===== config.mk =====
export PLATFORM = sky130hd
export DESIGN_NAME = uart_sender
export DESIGN_NICKNAME = d
export VERILOG_FILES = /design/src/rtl/uart_sender.sv
export SDC_FILE = /design/constraint.sdc
export NUM_CORES = 1
export LEC_CHECK = 0
export BUFFER_PORTS_ARGS = -buffer_cell sky130_fd_sc_hd__buf_2
export CAP_MARGIN = 15
export CORE_UTILIZATION = 52
export DETAILED_ROUTE_END_ITERATION = 8
export PLACE_DENSITY = 0.71
export SLEW_MARGIN = 5
export SYNTH_ARGS = -nofsm -noshare
export SYNTH_HDL_FRONTEND = slang
export SYNTH_SLANG_ARGS = --single-unit

===== constraint.sdc =====
create_clock -name clks -period 2.1 [get_ports clks]
set_clock_uncertainty 0.05 [all_clocks]
set_input_delay 0 -clock clks [delete_from_list [all_inputs] [get_ports clks]]
set_output_delay 0 -clock clks [all_outputs]
set_load 0.05 [all_outputs]

===== src/rtl/uart_sender.sv =====
// uart_sender: serial frame transmitter with a one-entry holding buffer.
// Frame: start bit (0), DATA_W data bits in MSB_FIRST order, optional
// even-parity bit, STOP_BITS stop bits (1). Every bit lasts CLKS_PER_BIT
// clocks. A character buffered during a frame starts immediately after
// the frame's final stop bit, so back-to-back frames leave no idle gap.
// Optional feature: define SENDER_PARITY_EN to insert the parity bit.
module uart_sender #(
  parameter int DATA_W       = 8,
  parameter int CLKS_PER_BIT = 16,
  parameter int STOP_BITS    = 1,
  parameter bit MSB_FIRST    = 1'b1
) (
  input  logic              clks,
  input  logic              resets,
  input  logic              send,
  input  logic [DATA_W-1:0] char_to_send,
  output logic              ready,
  output logic              TxD,
  output logic              Acks,
  output logic              done
);

  localparam int CNT_W = (CLKS_PER_BIT > 2) ? $clog2(CLKS_PER_BIT) : 1;
  localparam int IDX_W = 4;

  localparam logic [2:0] S_IDLE   = 3'd0;
  localparam logic [2:0] S_START  = 3'd1;
  localparam logic [2:0] S_DATA   = 3'd2;
`ifdef SENDER_PARITY_EN
  localparam logic [2:0] S_PARITY = 3'd3;
`endif
  localparam logic [2:0] S_STOP   = 3'd4;

  logic [2:0]        state;
  logic [CNT_W-1:0]  bit_cnt;     // cycles elapsed in the current bit
  logic [IDX_W-1:0]  idx;         // data bit index, or stop bit index
  logic [DATA_W-1:0] shift_reg;
  logic [DATA_W-1:0] buf_data;
  logic              buf_valid;
`ifdef SENDER_PARITY_EN
  logic              parity_bit;
`endif

  logic              bit_last;
  logic              data_last;
  logic              stop_last;
  logic              accept;
  logic              start_frame;
  logic [DATA_W-1:0] start_data;
  logic              data_bit;

  assign bit_last  = (bit_cnt == CNT_W'(CLKS_PER_BIT - 1));
  assign data_last = (idx == IDX_W'(DATA_W - 1));
  assign stop_last = (idx == IDX_W'(STOP_BITS - 1));

  assign ready  = ~buf_valid;
  assign Acks   = (state != S_IDLE) || buf_valid;
  assign done   = (state == S_STOP) && bit_last && stop_last;
  assign accept = send && ready;

  // A frame starts from IDLE on acceptance, or right after done when a
  // character is buffered or is being offered in the done cycle itself.
  assign start_frame = ((state == S_IDLE) && accept) ||
                       (done && (buf_valid || accept));
  assign start_data  = buf_valid ? buf_data : char_to_send;

  assign data_bit = MSB_FIRST ? shift_reg[DATA_W-1] : shift_reg[0];

  // Serial line value decoded from the current frame state.
  always_comb begin
    // NOTE: every always_comb output gets a default first so no path can
    // leave it unassigned and infer a latch.
    TxD = 1'b1;
    case (state)
      S_START:  TxD = 1'b0;
      S_DATA:   TxD = data_bit;
`ifdef SENDER_PARITY_EN
      S_PARITY: TxD = parity_bit;
`endif
      default:  TxD = 1'b1;
    endcase
  end

  // Frame sequencer: state, bit-period counter, bit index and shifter.
  always_ff @(posedge clks or posedge resets) begin
    // NOTE: sequential state uses non-blocking assignments so every
    // register samples pre-edge values regardless of statement order.
    if (resets) begin
      state     <= S_IDLE;
      bit_cnt   <= '0;
      idx       <= '0;
      shift_reg <= '0;
`ifdef SENDER_PARITY_EN
      parity_bit <= 1'b0;
`endif
    end else if (start_frame) begin
      state     <= S_START;
      bit_cnt   <= '0;
      idx       <= '0;
      shift_reg <= start_data;
`ifdef SENDER_PARITY_EN
      parity_bit <= ^start_data;
`endif
    end else if (state != S_IDLE) begin
      if (!bit_last) begin
        bit_cnt <= bit_cnt + CNT_W'(1);
      end else begin
        bit_cnt <= '0;
        case (state)
          S_START: begin
            state <= S_DATA;
            idx   <= '0;
          end
          S_DATA: begin
            shift_reg <= MSB_FIRST ? {shift_reg[DATA_W-2:0], 1'b0}
                                   : {1'b0, shift_reg[DATA_W-1:1]};
            if (data_last) begin
              idx   <= '0;
`ifdef SENDER_PARITY_EN
              state <= S_PARITY;
`else
              state <= S_STOP;
`endif
            end else begin
              idx <= idx + IDX_W'(1);
            end
          end
`ifdef SENDER_PARITY_EN
          S_PARITY: begin
            state <= S_STOP;
            idx   <= '0;
          end
`endif
          S_STOP: begin
            if (stop_last) begin
              state <= S_IDLE;
              idx   <= '0;
            end else begin
              idx <= idx + IDX_W'(1);
            end
          end
          default: begin
            state <= S_IDLE;
            idx   <= '0;
          end
        endcase
      end
    end
  end

  // Holding buffer: filled by a request during a frame, drained at done.
  always_ff @(posedge clks or posedge resets) begin
    if (resets) begin
      buf_valid <= 1'b0;
      buf_data  <= '0;
    end else if (done && buf_valid) begin
      buf_valid <= 1'b0;
    end else if (accept && (state != S_IDLE) && !done) begin
      buf_valid <= 1'b1;
      buf_data  <= char_to_send;
    end
  end

endmodule


==> key figures <==
Finish
  – Ant diodes: 0
  – Layout cells sized above 1: 26.49%
  – Final-layout fill cell count: 223
  – Fin area: 1912 um^2
  – Area grow syn2layout: 24.03%
  – Fin nets: 200

STA
  – Final setup violation count: 0
  – Slew HR: 71.91%
  – Final hold vios: 0
  – Worst slew pin tran: 0.4205 ns
  – RSZ-0062 raised after global routing: false
  – Final-report max-slew violation count: 0
  – Final Critical Period: 1.952 ns
  – Final setup TNS: 0 ns
  – Fin crit share: 92.95%
  – Fmax: 512.3 MHz

Synth
  – Register area share after synthesis: 45.45%
  – Dominant cells by area after synthesis: dfrtp_1 (45%), mux2i_1 (14%), mux2_2 (5.8%)
  – Cell taking the most area after synthesis: dfrtp_1
  – Synth Register Bits: 28
  – Post-synthesis adder-cell area fraction: 2.435%
  – Top-area cell type share of the netlist area: 45.45%
  – XOR/XNOR Fraction of Synth Area: 0.5682%
  – Main combinational cell family by area after synthesis: multiplexers
  – Mux cell area share after synthesis: 19.48%
  – Post-Syn Area: 1541 um^2
  – Synth Warn #: 0
  – Compound-Gate Fraction of Synth Area: 11.04%
  – Post-Syn Instances: 147
  – Simple-gate share of the synthesized area: 15.67%
  – Mapped Nets: 161
  – Syn avg cell area: 10.49 um^2
  – Distinct cells, synth: 39

Floorplanning
  – Core area: 2781 um^2
  – # IOs: 15
  – Die height: 56.45 um
  – Row cnt: 19
  – Initial Util: 55.42%
  – Die Area: 3186 um^2
  – Die W: 56.45 um

Setup path
  – Critical path required time: 2.31 ns
  – Critical path peak fanout: 11
  – Worst Setup SP: state[2]
  – CP endpoint kind: register
  – CP arrival: 2.16 ns
  – R2R Path Start: state[2]
  – Critical path launch point type: register
  – Setup Crit Path Kind: register to register

GRT
  – First-pass GRT wire length: 5319 um
  – GRT Residual Overflow: 0
  – Initial antenna violation count: 0
  – Largest net degree at the start of global routing: 29
  – Number of global-route vias before repair: 1227
  – Tot GR Track Use: 21.11%

Detailed routing
  – Final WL: 3024 um
  – Drt drc: 0
  – Initial DRC Count: 40
  – Wire length per cell: 14.00 um
  – First-pass DRT Iterations: 4
  – Post-route ant nets: 0
  – Via count: 1212
  – Post-DR vias/cell: 5.611

Outcome
  – Status: finished clean

Clocking
  – H-tree Lvls: 1
  – Worst skew pair latency: 0.34 ns
  – Clock root buffer: clkbuf_4
  – Clock-pin slew on the worst setup and hold paths: 0.16 ns
  – Clk sink count: 28
  – CTS tree: yes
  – CTS Buf Count: 3
  – Clock Path Buffers: 2

Placement
  – Number of port buffers: 14
  – Dpl hpwl: 2147 um
  – Post-DP Area: 1734 um^2
  – GP Congestion: 0.8320

Job
  – Max Cap Viol: 0

Min path
  – Hold Path Class: input pin to asynchronous set/reset pin

Pwr
  – Peak supply drop: 1.007 mV
  – Leak pwr: 0.9171 nW
  – Pwr dens: 1262 nW/um^2
## worst max-delay path: stages, from the launching register on
cell and delay (ns):
dfrtp_1 0.48, or3_1 0.44, mux2i_1 0.14, buf_4 0.18
or4_1 0.51, o21ai_1 0.09
## layout make-up
type / count / area, um^2 / area share [%]
flip-flops and latches: 28 / 700.7 / 36.65
repair buffers: 41 / 310.3 / 16.23
clock buffers: 3 / 22.52 / 1.178
inverters: 11 / 41.29 / 2.160
clock inverters: 1 / 30.03 / 1.571
multi-input cells: 101 / 768.2 / 40.18
well taps: 31 / 38.79 / 2.029
## per-stage QoR
stage	hold WS [ns]	setup WS (ns)	power [mW]	std cells	util, %
6_report	0.1862	0.1480	2.413	216	68.74
5_1_grt	0.2501	0.04775	2.587	216	68.74
4_1_cts	0.1850	0.02588	2.392	214	67.84
3_5_place_dp	0.03274	0.07657	2.019	200	62.35
3_3_place_gp	0.02838	0.1180	1.967	200	62.35
2_1_floorplan	0.01541	0.00003353	1.670	147	-
## timing repair
action | in CTS | in global routing
hold buffers | 10 | 0
resized for setup | 0 | 3
setup buffers | 0 | 2
hold endpoints to repair | 45 | 0
endpoints found under the setup margin | 0 | 16
## worst paths after layout
path,to,slack [ns],depth (start not counted)
min reg2reg,buf_data[6],0.48,1
max in group asynchronous,state[2],1.54,4
max,state[2],0.15,5
max reg2reg,state[2],0.15,5
min,buf_data[5],0.19,4
min in group clks,buf_data[0],0.38,3
## where the power goes
part           switching (mW)  total, mW  internal, mW
registers               0.173      0.958         0.786
clock network           0.166      0.359         0.193
logic                   0.548       1.10         0.548
## cell usage after synthesis, drive strengths merged
cell type / instances
o22ai: 2
inv: 11
nand2: 13
nand3: 3
nor3: 5
and4: 1
xor2: 1
o21ai: 5
a21o: 2
nor3b: 1
ha: 3
mux2: 8
o32ai: 1
and3: 1
nand4: 1
nand2b: 3
nor2: 4
o22a: 1
o2bb2ai: 1
a21oi: 7
or2: 1
o221ai: 1
mux2i: 21
dfrtp: 28
or3b: 1
or3: 3
buf: 5
nand3b: 1
a32oi: 1
nor2b: 4
o2111ai: 1
or4: 1
clkbuf: 2
o41ai: 1
a31oi: 2
## metal layers
| metal | global-route usage [%] | vias up | routed length (um) |
|---|---|---|---|
| li1 | - | 602 | - |
| met1 | 27.67 | 591 | 1426 |
| met2 | 36.30 | 15 | 1513 |
| met3 | 2.074 | 4 | 50 |
| met4 | 7.317 | 0 | 32 |
| met5 | 0 | - | 0 |
## cell usage in the layout, fill, tap and decap left out, types with 3 or more instances in the layout
| master | count |
|---|---|
| nor2_1 | 4 |
| a21oi_1 | 7 |
| mux2_2 | 8 |
| nand2_1 | 13 |
| dfrtp_1 | 28 |
| nor3_1 | 4 |
| buf_4 | 16 |
| clkbuf_4 | 3 |
| dlygate4sd3_1 | 10 |
| buf_2 | 14 |
| mux2i_1 | 21 |
| or3_1 | 3 |
| nand2b_1 | 3 |
| nor2b_1 | 4 |
| ha_1 | 3 |
| nand3_1 | 3 |
| o21ai_0 | 4 |
| inv_1 | 11 |
## kinds of logic after synthesis
logic type,after synthesis
simple gates,43
mux,29
flops,28
compound gates,25
buf+inv,18
fa+ha+maj,3
xor+xnor,1
(Power assumes the default switching activity.)
